===== src/rtl/decode_pkg.sv =====
// Shared types and constants for the RV32I decode stage: opcodes, ALU
// operation and immediate-format enums, and the control bundle that
// travels down the pipeline with each instruction.
package decode_pkg;

  localparam logic [6:0] OPC_LUI    = 7'b0110111;
  localparam logic [6:0] OPC_AUIPC  = 7'b0010111;
  localparam logic [6:0] OPC_JAL    = 7'b1101111;
  localparam logic [6:0] OPC_JALR   = 7'b1100111;
  localparam logic [6:0] OPC_BRANCH = 7'b1100011;
  localparam logic [6:0] OPC_LOAD   = 7'b0000011;
  localparam logic [6:0] OPC_STORE  = 7'b0100011;
  localparam logic [6:0] OPC_OP_IMM = 7'b0010011;
  localparam logic [6:0] OPC_OP     = 7'b0110011;

  typedef enum logic [3:0] {
    ALU_ADD    = 4'd0,
    ALU_SUB    = 4'd1,
    ALU_SLL    = 4'd2,
    ALU_SLT    = 4'd3,
    ALU_SLTU   = 4'd4,
    ALU_XOR    = 4'd5,
    ALU_SRL    = 4'd6,
    ALU_SRA    = 4'd7,
    ALU_OR     = 4'd8,
    ALU_AND    = 4'd9,
    ALU_PASS_B = 4'd10
  } alu_op_e;

  typedef enum logic [2:0] {
    IMM_NONE = 3'd0,
    IMM_I    = 3'd1,
    IMM_S    = 3'd2,
    IMM_B    = 3'd3,
    IMM_U    = 3'd4,
    IMM_J    = 3'd5
  } imm_type_e;

  typedef struct packed {
    alu_op_e    alu_op;
    logic [2:0] funct3;
    logic       alu_src_imm;
    logic       reg_write;
    logic       mem_read;
    logic       mem_write;
    logic       branch;
    logic       jump;
    logic       illegal;
  } ctrl_t;

  // Bundle value seen after reset and used as the decoder's starting point.
  localparam ctrl_t CTRL_NOP = '{
    alu_op:      ALU_ADD,
    funct3:      3'b000,
    alu_src_imm: 1'b0,
    reg_write:   1'b0,
    mem_read:    1'b0,
    mem_write:   1'b0,
    branch:      1'b0,
    jump:        1'b0,
    illegal:     1'b0
  };

endpackage


===== src/rtl/instr_decoder.sv =====
// Purely combinational RV32I decoder: splits an instruction word into
// register ids (zeroed when unused), a sign-extended immediate and the
// control bundle consumed by execute.
module instr_decoder
  import decode_pkg::*;
#(
  parameter int XLEN  = 32,
  parameter int RID_W = 5
) (
  input  logic [XLEN-1:0]  instr,
  output logic [RID_W-1:0] rs1,
  output logic [RID_W-1:0] rs2,
  output logic [RID_W-1:0] rd,
  output logic             rs1_used,
  output logic             rs2_used,
  output logic [XLEN-1:0]  imm,
  output ctrl_t            ctrl
);

  logic [6:0]          opcode;
  logic [2:0]          funct3;
  logic                funct7_b5;
  logic [RID_W-1:0]    rd_field;
  logic                writes_rd;
  imm_type_e           imm_type;
  logic signed [XLEN-1:0] imm_s;

  assign opcode    = instr[6:0];
  assign funct3    = instr[14:12];
  assign funct7_b5 = instr[30];
  assign rd_field  = instr[7 +: RID_W];

  // Register-register and register-immediate ALU ops share funct3 decoding;
  // only the register form may select SUB.
  function automatic alu_op_e alu_from_funct3(input logic [2:0] f3,
                                              input logic alt,
                                              input logic allow_sub);
    case (f3)
      3'b000:  return (allow_sub && alt) ? ALU_SUB : ALU_ADD;
      3'b001:  return ALU_SLL;
      3'b010:  return ALU_SLT;
      3'b011:  return ALU_SLTU;
      3'b100:  return ALU_XOR;
      3'b101:  return alt ? ALU_SRA : ALU_SRL;
      3'b110:  return ALU_OR;
      default: return ALU_AND;
    endcase
  endfunction

  // Branch comparisons: equality via subtraction, ordering via set-less-than.
  function automatic alu_op_e alu_for_branch(input logic [2:0] f3);
    case (f3)
      3'b100, 3'b101: return ALU_SLT;
      3'b110, 3'b111: return ALU_SLTU;
      default:        return ALU_SUB;
    endcase
  endfunction

  // Assemble the immediate for the given format, sign-extended from bit 31.
  function automatic logic signed [XLEN-1:0] build_imm(input logic [31:0] ins,
                                                       input imm_type_e t);
    logic signed [31:0] raw;
    case (t)
      IMM_I:   raw = {{20{ins[31]}}, ins[31:20]};
      IMM_S:   raw = {{20{ins[31]}}, ins[31:25], ins[11:7]};
      IMM_B:   raw = {{19{ins[31]}}, ins[31], ins[7], ins[30:25], ins[11:8], 1'b0};
      IMM_U:   raw = {ins[31:12], 12'h000};
      IMM_J:   raw = {{11{ins[31]}}, ins[31], ins[19:12], ins[20], ins[30:21], 1'b0};
      default: raw = '0;
    endcase
    return XLEN'(raw);
  endfunction

  // Opcode-driven control decode; defaults describe an rs1-reading,
  // immediate-sourced instruction with no side effects.
  always_comb begin
    ctrl             = CTRL_NOP;
    ctrl.funct3      = funct3;
    ctrl.alu_src_imm = 1'b1;
    imm_type         = IMM_NONE;
    rs1_used         = 1'b1;
    rs2_used         = 1'b0;
    writes_rd        = 1'b0;
    case (opcode)
      OPC_LUI: begin
        rs1_used    = 1'b0;
        imm_type    = IMM_U;
        ctrl.alu_op = ALU_PASS_B;
        writes_rd   = 1'b1;
      end
      OPC_AUIPC: begin
        rs1_used  = 1'b0;
        imm_type  = IMM_U;
        writes_rd = 1'b1;
      end
      OPC_JAL: begin
        rs1_used  = 1'b0;
        imm_type  = IMM_J;
        ctrl.jump = 1'b1;
        writes_rd = 1'b1;
      end
      OPC_JALR: begin
        imm_type  = IMM_I;
        ctrl.jump = 1'b1;
        writes_rd = 1'b1;
      end
      OPC_BRANCH: begin
        rs2_used         = 1'b1;
        imm_type         = IMM_B;
        ctrl.branch      = 1'b1;
        ctrl.alu_src_imm = 1'b0;
        ctrl.alu_op      = alu_for_branch(funct3);
      end
      OPC_LOAD: begin
        imm_type      = IMM_I;
        ctrl.mem_read = 1'b1;
        writes_rd     = 1'b1;
      end
      OPC_STORE: begin
        rs2_used       = 1'b1;
        imm_type       = IMM_S;
        ctrl.mem_write = 1'b1;
      end
      OPC_OP_IMM: begin
        imm_type    = IMM_I;
        ctrl.alu_op = alu_from_funct3(funct3, funct7_b5, 1'b0);
        writes_rd   = 1'b1;
      end
      OPC_OP: begin
        rs2_used         = 1'b1;
        ctrl.alu_src_imm = 1'b0;
        ctrl.alu_op      = alu_from_funct3(funct3, funct7_b5, 1'b1);
        writes_rd        = 1'b1;
      end
      default: begin
        ctrl.illegal = 1'b1;
      end
    endcase
    ctrl.reg_write = writes_rd && (rd_field != '0);
  end

  assign imm_s = build_imm(instr[31:0], imm_type);
  assign imm   = imm_s;
  assign rd    = writes_rd ? rd_field : '0;
  assign rs1   = rs1_used ? instr[15 +: RID_W] : '0;
  assign rs2   = rs2_used ? instr[20 +: RID_W] : '0;

endmodule


===== src/rtl/decode_stage.sv =====
// RV32I decode pipeline stage: fetch handshake, register-file read ids,
// load-use hazard bubble, flush handling and the ID/EX pipeline register.
module decode_stage
  import decode_pkg::*;
#(
  parameter int  XLEN     = 32,
  parameter int  NUM_REGS = 32,
  localparam int RID_W    = $clog2(NUM_REGS)
) (
  input  logic             clk,
  input  logic             reset,
  input  logic             if_valid,
  input  logic [XLEN-1:0]  if_instr,
  input  logic [XLEN-1:0]  if_pc,
  output logic             id_ready,
  output logic [RID_W-1:0] rf_read1_id,
  output logic [RID_W-1:0] rf_read2_id,
  input  logic [XLEN-1:0]  rf_read1_data,
  input  logic [XLEN-1:0]  rf_read2_data,
  input  logic             flush,
  input  logic             ex_ready,
  output logic             ex_valid,
  output logic [XLEN-1:0]  ex_pc,
  output logic [XLEN-1:0]  ex_rs1_data,
  output logic [XLEN-1:0]  ex_rs2_data,
  output logic [XLEN-1:0]  ex_imm,
  output logic [RID_W-1:0] ex_rs1_id,
  output logic [RID_W-1:0] ex_rs2_id,
  output logic [RID_W-1:0] ex_rd,
  output ctrl_t            ex_ctrl
);

  logic [RID_W-1:0] dec_rs1;
  logic [RID_W-1:0] dec_rs2;
  logic [RID_W-1:0] dec_rd;
  logic             dec_rs1_used;
  logic             dec_rs2_used;
  logic [XLEN-1:0]  dec_imm;
  ctrl_t            dec_ctrl;

  logic             advance;
  logic             hazard;
  logic             transfer;

  logic             vld_p1;
  logic [XLEN-1:0]  pc_p1;
  logic [XLEN-1:0]  rs1_data_p1;
  logic [XLEN-1:0]  rs2_data_p1;
  logic [XLEN-1:0]  imm_p1;
  logic [RID_W-1:0] rs1_id_p1;
  logic [RID_W-1:0] rs2_id_p1;
  logic [RID_W-1:0] rd_p1;
  ctrl_t            ctrl_p1;

  instr_decoder #(
    .XLEN  (XLEN),
    .RID_W (RID_W)
  ) u_decoder (
    .instr    (if_instr),
    .rs1      (dec_rs1),
    .rs2      (dec_rs2),
    .rd       (dec_rd),
    .rs1_used (dec_rs1_used),
    .rs2_used (dec_rs2_used),
    .imm      (dec_imm),
    .ctrl     (dec_ctrl)
  );

  // Register file is read straight from the raw fields so data arrives in
  // time to be captured together with the decoded instruction.
  assign rf_read1_id = if_instr[15 +: RID_W];
  assign rf_read2_id = if_instr[20 +: RID_W];

  // A load sitting in ID/EX cannot forward to the instruction behind it, so
  // a consumer of its destination waits one cycle. Unused ids are zero and
  // the destination is nonzero, so they never match.
  assign advance  = !vld_p1 || ex_ready;
  assign hazard   = vld_p1 && ctrl_p1.mem_read && (rd_p1 != '0) &&
                    ((dec_rs1_used && (dec_rs1 == rd_p1)) ||
                     (dec_rs2_used && (dec_rs2 == rd_p1)));
  assign id_ready = advance && !hazard && !flush;
  assign transfer = if_valid && id_ready;

  // ---- ID -> EX boundary ----
  // ID/EX register: flush kills, an empty advance slot becomes a bubble,
  // a transfer loads everything, otherwise contents hold for backpressure.
  always_ff @(posedge clk or posedge reset) begin
    if (reset) begin
      vld_p1      <= 1'b0;
      pc_p1       <= '0;
      rs1_data_p1 <= '0;
      rs2_data_p1 <= '0;
      imm_p1      <= '0;
      rs1_id_p1   <= '0;
      rs2_id_p1   <= '0;
      rd_p1       <= '0;
      ctrl_p1     <= CTRL_NOP;
    end else if (flush) begin
      vld_p1 <= 1'b0;
    end else if (advance) begin
      if (transfer) begin
        vld_p1      <= 1'b1;
        pc_p1       <= if_pc;
        rs1_data_p1 <= rf_read1_data;
        rs2_data_p1 <= rf_read2_data;
        imm_p1      <= dec_imm;
        rs1_id_p1   <= dec_rs1;
        rs2_id_p1   <= dec_rs2;
        rd_p1       <= dec_rd;
        ctrl_p1     <= dec_ctrl;
      end else begin
        vld_p1 <= 1'b0;
      end
    end
  end

  assign ex_valid    = vld_p1;
  assign ex_pc       = pc_p1;
  assign ex_rs1_data = rs1_data_p1;
  assign ex_rs2_data = rs2_data_p1;
  assign ex_imm      = imm_p1;
  assign ex_rs1_id   = rs1_id_p1;
  assign ex_rs2_id   = rs2_id_p1;
  assign ex_rd       = rd_p1;
  assign ex_ctrl     = ctrl_p1;

endmodule

===== config.mk =====
export PLATFORM = sky130hd
export DESIGN_NAME = decode_stage
export DESIGN_NICKNAME = d
export VERILOG_FILES = /design/src/rtl/decode_pkg.sv /design/src/rtl/instr_decoder.sv /design/src/rtl/decode_stage.sv
export SDC_FILE = /design/constraint.sdc
export NUM_CORES = 1
export LEC_CHECK = 0
export BUFFER_PORTS_ARGS = -buffer_cell sky130_fd_sc_hd__buf_2
export CORE_ASPECT_RATIO = 1.25
export CORE_UTILIZATION = 45
export DETAILED_ROUTE_END_ITERATION = 6
export PLACE_DENSITY = 0.72
export SLEW_MARGIN = 40
export SYNTH_ARGS = -nofsm -noshare
export SYNTH_HDL_FRONTEND = slang
export SYNTH_HIERARCHICAL = 1
export SYNTH_SLANG_ARGS = --single-unit

===== constraint.sdc =====
create_clock -name clk -period 12.4 [get_ports clk]
set_input_delay 2.48 -clock clk [delete_from_list [all_inputs] [get_ports clk]]
set_output_delay 2.48 -clock clk [all_outputs]
set_load 0.03 [all_outputs]

==> reports/qor.csv, run 1 <==
stage,metric,value,unit
yosys,register area share after synthesis,0.5286,
critical_path,CP Class,in2out,
pwr,VDD IR max,0.00008853,V
sta,max_slew headroom,0.4415,
critical_path,R2R Setup Slk,9.23,ns
route,total number of vias,5020,
critical_path,Slowest cell on crit path,or3b_4,
floorplan,I/O pins,302,
placement,detailed placer's ending HPWL,13130,um
global_route,global-route wire length before repair,29050,um
cts,CTS H-tree lvls,4,
yosys,asr flop ratio synth,1.000,
cts,Post-CTS Setup Inserts,0,
critical_path,worst path bufs/invs,2,
sta,Least-Margin Pin Slew,0.8378,ns
route,Routed WL,17890,um
critical_path,max incr delay on CP,0.43,ns
finish,"non-filler cells, final",1006,
pwr,P per Cell Area,159.7,nW/um^2
route,DRT iter0 DRCs,228,
global_route,largest net degree at the start of global routing,88,
finish,final-stage net count,910,
cts,post-cts resize count,0,
sta,Final Cycle Share,0.5875,
placement,GPL Wtd Cong,0.8528,
floorplan,die area,17140,um^2
route,Routed WL per cell,17.78,um
critical_path,Worst Setup Start Kind,primary input,
yosys,synthesized instance count,493,
finish,layout cells sized above 1,0.5899,
placement,PortBufs,301,
sta,final hold vios,0,
critical_path,most used cell along the critical path,buf_2,
yosys,Post-synth EDFFs,0,
critical_path,"Cell Chain, Critical Path",buf_2 > or3b_4 > a21oi_4 > and2b_1 > xnor2_1 > nand4_1 > o22ai_1 > a21boi_0 > buf_2,
cts,Clock Tree Buf Depth,2,
floorplan,Initial Utilization,0.4617,
floorplan,Core Box Area,16200,um^2
yosys,synthesis warning total,6,
route,DRC errors left,0,
critical_path,critical path arrival,4.81,ns
global_route,GRT overflow,0,
route,ANT nets after route,0,
yosys,Seq cells post-synth,158,
sta,final setup TNS,0,ns
sta,f_max,0.1373,GHz
route,1st-pass router iterations,4,
cts,clk_lat worst skew,0.43,ns
sta,"Slew Viols, Final",0,
sta,Final Critical Period,7.286,ns
min_path,Hold Crit Class,reg2reg,
finish,Antenna diodes,0,
yosys,Main synth FF type,dfrtp_1,
yosys,"Cell Area, Synth",7480,um^2
critical_path,critical path required time,9.92,ns
pwr,Lkg Pwr,0.005030,uW
cts,"CTS clk-pin slew, worst paths",0.06,ns
floorplan,chip width,117.3,um
yosys,post-synthesis net count,626,
critical_path,Crit. End Element,primary output,
sta,Final setup viols,0,
finish,area delta synth->final,26.45,%
route,DR vias/cell,4.990,
sta,clk_skew,0.008722,ns
placement,Post-Place Cells,974,
cts,clock sinks,158,
run,max-cap violation count,0,
cts,clock buffer count from CTS,17,
finish,fill count,1317,
yosys,Synth Area per Inst,15.17,um^2
cts,CTS tree,yes,
yosys,number of library cell types mapped by synthesis,53,
outcome,status,"finished, final reports clean",
floorplan,Row Count,52,
sta,RSZ-0062 raised after global routing,false,
critical_path,CP top delay family,compound AO/OA/AOI/OAI gates,
floorplan,Chip Height,146.1,um
global_route,vias in the first global route,5232,
global_route,initial antenna violation count,0,
cts,cts hold-fix bufs,0,
cts,clock root buffer,clkbuf_16,
critical_path,largest fanout on the critical path,15,
global_route,GRT Util Overall,0.2166,
worst reg2reg max path: stages, from the launching register on:
cell     delay (ns)
dfrtp_1        0.46
or3_1          0.39
o311a_1        0.36
a21oi_4        0.17
buf_4          0.57
buf_6          0.62
mux2_2         0.48
routing by layer:
metal | share of wire | vias to the layer above | wire (um) | global-route usage
li1 | - | 2307 | - | -
met1 | 0.42 | 2471 | 7456 | 0.2648
met2 | 0.50 | 207 | 8887 | 0.3592
met3 | 0.061 | 35 | 1092 | 0.06172
met4 | 0.025 | 0 | 454 | 0.08831
met5 | 0 | - | 0 | 0
placed cells by master, fill, tap and decap left out, types with 8 or more instances in the layout:
cell,Yosys,final
mux2_1,40,40
clkbuf_16,0,17
and2_1,14,14
dfrtp_1,158,158
a21o_1,21,21
nor2b_1,9,9
nand2_1,8,8
buf_2,0,301
mux2_4,90,90
xnor2_1,10,10
mux2_2,27,27
nor2_1,10,9
state kept, by name (all words and copies together) (netlist names):
signal / count
ex_ctrl: 14
ex_imm: 32
ex_pc: 32
ex_rd: 5
ex_rs1_data: 32
ex_rs1_id: 5
ex_rs2_data: 32
ex_rs2_id: 5
ex_valid: 1
kinds of logic after synthesis:
logic type                synth area share
and+or+nand+nor                    0.05136
buffers and inverters              0.06407
DFF                                 0.5286
xor gates and xnor gates           0.01171
muxes                               0.2829
AOI/OAI and AO/OA                  0.06139
power by group:
part | switching, uW | leakage, uW | total (uW) | internal, uW
clock | 230 | 0.000290 | 535 | 305
combinational | 222 | 0.00278 | 363 | 141
sequential | 34.1 | 0.00196 | 612 | 578
total | 486 | 0.00503 | 1510 | 1020
Yosys cell counts (3+ instances only):
| library cell | count | area, um^2 |
|---|---|---|
| a21boi_0 | 3 | 22.52 |
| a21o_1 | 21 | 157.7 |
| a21oi_1 | 7 | 35.03 |
| a22o_1 | 4 | 35.03 |
| and2_1 | 14 | 87.58 |
| and2b_1 | 4 | 30.03 |
| buf_12 | 11 | 220.2 |
| buf_4 | 20 | 150.1 |
| buf_6 | 7 | 78.83 |
| dfrtp_1 | 158 | 3954 |
| inv_1 | 5 | 18.77 |
| mux2_1 | 40 | 450.4 |
| mux2_2 | 27 | 304.0 |
| mux2_4 | 90 | 1351 |
| nand2_1 | 8 | 30.03 |
| nand3_1 | 3 | 15.01 |
| nor2_1 | 10 | 37.54 |
| nor2b_1 | 9 | 56.30 |
| xnor2_1 | 10 | 87.58 |
per-stage QoR:
step | hold WS [ns] | utilization | cell area (um^2) | worst slack (ns) | total power [uW]
CTS | 0.4865 | 0.5836 | 9455 | 5.086 | 1527
global placement | 0.4634 | 0.5453 | 8835 | 5.197 | 977.0
floorplan | 0.6892 | - | 7480 | 5.408 | 880.4
finish | 0.4832 | 0.5838 | 9458 | 5.114 | 1511
global route | 0.5036 | 0.5838 | 9458 | 4.952 | 1573
detailed placement | 0.4706 | 0.5462 | 8848 | 5.091 | 986.5
final timing paths:
path,start,end,cells after the start
max,if_instr[4],id_ready,9
min,ex_rs2_data[19],ex_rs2_data[19],1
max reg2reg,ex_rd[0],ex_imm[12],6
min reg2reg,ex_rs2_data[19],ex_rs2_data[19],1
max in group asynchronous,reset,ex_rs1_data[24],3
min in group asynchronous,reset,ex_rs1_data[13],2
area by class of cell:
class / instances / area (um^2) / share of cell area
sequential: 158 / 3954 / 0.4180
multi-input combinational: 289 / 3053 / 0.3228
timing repair buffer: 305 / 1546 / 0.1635
clock buffer: 18 / 429.2 / 0.04538
tap: 216 / 270.3 / 0.02858
clock inverter: 14 / 177.7 / 0.01879
inverter: 6 / 27.53 / 0.002910
No activity file was read; power rests on OpenSTA's default activity.
==> run 2, diff against run 1 <==
- clock period: 12.4 -> 7.3 ns (I/O delays scaled with it)
==> reports/qor.csv, run 2 (synthesis gave the netlist of run 1 again) <==
stage,metric,value,unit,change
floorplan,Initial Utilization,0.4617,,unchanged
pwr,Clock Power Share,0.348,,was 0.354
cts,clock root buffer,clkbuf_16,,unchanged
global_route,global-route wire length before repair,29280,um,"was 29,050 um"
global_route,busiest layer in global routing,met2,,unchanged
cts,Post-CTS Setup Inserts,0,,unchanged
floorplan,I/O pins,302,,unchanged
pwr,Logic pwr share,0.243,,was 0.240
sta,"Worst Setup Slack, final",2.009,ns,was 5.114 ns
cts,CTS H-tree lvls,4,,unchanged
route,Routed WL per cell,17.91,um,was 17.78 um
min_path,hold path endpoint,ex_pc[9],,was ex_rs2_data[19]
sta,Final setup viols,0,,unchanged
cts,clock sinks,158,,unchanged
pwr,P per Cell Area,269.3,nW/um^2,was 159.7 nW/um^2
sta,RSZ-0062 raised after global routing,false,,unchanged
cts,cts hold-fix bufs,0,,unchanged
critical_path,reg2reg end,ex_rs1_data[11],,was ex_imm[12]
cts,clock buffer count from CTS,17,,unchanged
route,DR vias/cell,5.006,,was 4.990
critical_path,R2R depth,6,,unchanged
floorplan,chip width,117.3,um,unchanged
sta,Final Critical Period,5.291,ns,
floorplan,Core Box Area,16200,um^2,unchanged
finish,"commonest non-fill, non-tap cell in the layout",buf_2,,unchanged
pwr,sw frac,0.3184,,was 0.3220
cts,CTS tree,yes,,unchanged
sta,clk_skew,0.01060,ns,was 0.008722 ns
placement,pre-CTS setup slack,2.047,ns,was 5.091 ns
critical_path,Worst Setup Start Kind,primary input,,unchanged
route,DRT iter0 DRCs,288,,was 228
pwr,Int Power,1734,uW,was 1024 uW
placement,Post-Place Cells,974,,unchanged
pwr,Lkg Pwr,0.005016,uW,was 0.005030 uW
finish,"non-filler cells, final",1007,,"was 1,006"
critical_path,FF-to-FF Start,ex_rd[0],,unchanged
global_route,initial antenna violation count,4,,was 0
critical_path,largest fanout on the critical path,15,,unchanged
route,1st-pass router iterations,4,,unchanged
critical_path,critical path required time,5.84,ns,was 9.92 ns
critical_path,CP Class,in2out,,unchanged
outcome,status,"finished, final reports clean",,unchanged
global_route,GRT Util Overall,0.2175,,was 0.2166
cts,Clock Tree Buf Depth,2,,unchanged
critical_path,R2R Setup Slk,4.20,ns,was 9.23 ns
global_route,M1 GR Usage,0.2594,,was 0.2648
sta,f_max,0.1890,GHz,
sta,"Slew Viols, Final",0,,unchanged
global_route,M2 GR Usage,0.3609,,was 0.3592
route,total number of vias,5041,,"was 5,020"
global_route,GRT overflow,0,,unchanged
cts,"CTS clk-pin slew, worst paths",0.06,ns,about the same
sta,Final Cycle Share,0.7248,,
min_path,Hold Path Depth,1,,unchanged
global_route,M3 GR Usage,0.05977,,was 0.06172
min_path,Hold Crit Class,reg2reg,,unchanged
global_route,vias in the first global route,5451,,"was 5,232"
run,max-cap violation count,0,,unchanged
placement,PortBufs,301,,unchanged
floorplan,die area,17140,um^2,unchanged
placement,GPL Wtd Cong,0.8220,,was 0.8528
finish,area delta synth->final,26.33,%,was 26.45%
sta,max_slew headroom,0.5508,,was 0.4415
cts,clk_lat worst skew,0.42,ns,was 0.43 ns
cts,post-cts resize count,0,,unchanged
sta,final hold slack,0.4804,ns,was 0.4832 ns
min_path,Hold Crit Start,ex_pc[9],,was ex_rs2_data[19]
sta,final hold vios,0,,unchanged
finish,fin area,9449,um^2,was 9458 um^2
placement,DP Area,8850,um^2,was 8848 um^2
finish,layout cells sized above 1,0.5886,,was 0.5899
pwr,Psw,810.3,uW,was 486.4 uW
sta,final setup TNS,0,ns,unchanged
pwr,VDD IR max,0.0001336,V,was 0.00008853 V
finish,final-stage net count,910,,unchanged
floorplan,Chip Height,146.1,um,unchanged
global_route,largest net degree at the start of global routing,96,,was 88
sta,Least-Margin Pin Slew,0.6737,ns,was 0.8378 ns
floorplan,Row Count,52,,unchanged
placement,detailed placer's ending HPWL,13210,um,"was 13,130 um"
finish,"commonest non-fill, non-tap cells in the layout","buf_2, dfrtp_1, mux2_4",,unchanged
route,DRC errors left,0,,unchanged
route,ANT nets after route,0,,unchanged
critical_path,Crit. End Element,primary output,,unchanged
pwr,Flop pwr share,0.409,,was 0.405
route,Routed WL,18030,um,"was 17,890 um"
critical_path,critical path arrival,3.83,ns,was 4.81 ns
## run 2: worst max path at each step
| stage | start | endpoint | slack (ns) | depth (start not counted) |
|---|---|---|---|---|
| floorplan | reset | ex_ctrl[0] | 1.58 | 1 |
| global placement | if_instr[6] | id_ready | 2.17 | 9 |
| detailed placement | if_instr[6] | id_ready | 2.05 | 9 |
| CTS | if_instr[6] | id_ready | 2.03 | 9 |
| global route | if_instr[4] | id_ready | 1.87 | 9 |
| finish | if_instr[6] | id_ready | 2.01 | 9 |
## run 2: routing by layer
layer  vias up  wire (um)
li1       2298          -
met1      2454       7203
met3        44       1213
met2       241       8984
met4         4        606
met5         -         23
## run 2: stage by stage
stage	power [uW]	util
after CTS	2574	0.5825
after global routing	2652	0.5833
after detailed placement	1676	0.5463
final	2545	0.5833
after floorplan	1496	-
after global placement	1659	0.5461
## run 2: power groups by stage
stage | registers, uW | clock network [uW] | logic, uW
after floorplan | 1270 | 0 | 226
final | 1040 | 886 | 617
after global routing | 1050 | 949 | 649
after global placement | 1050 | 0 | 609
after detailed placement | 1060 | 0 | 620
after CTS | 1040 | 910 | 623
## run 2: worst max-delay path, stage by stage
cell	delay [ns]
buf_2	0.17
or3b_4	0.43
a21oi_4	0.40
and2b_1	0.26
xnor2_1	0.15
nand4_1	0.11
o22ai_1	0.41
a21boi_0	0.20
buf_2	0.23
## run 2: layout make-up
type	instances	area [um^2]
Fill cell	1316	6751
Sequential cell	158	3954
Multi-Input combinational cell	289	3053
Timing Repair Buffer	305	1553
Clock buffer	19	432.9
Tap cell	216	270.3
Clock inverter	13	153.9
Inverter	6	30.03
Antenna cell	1	2.502
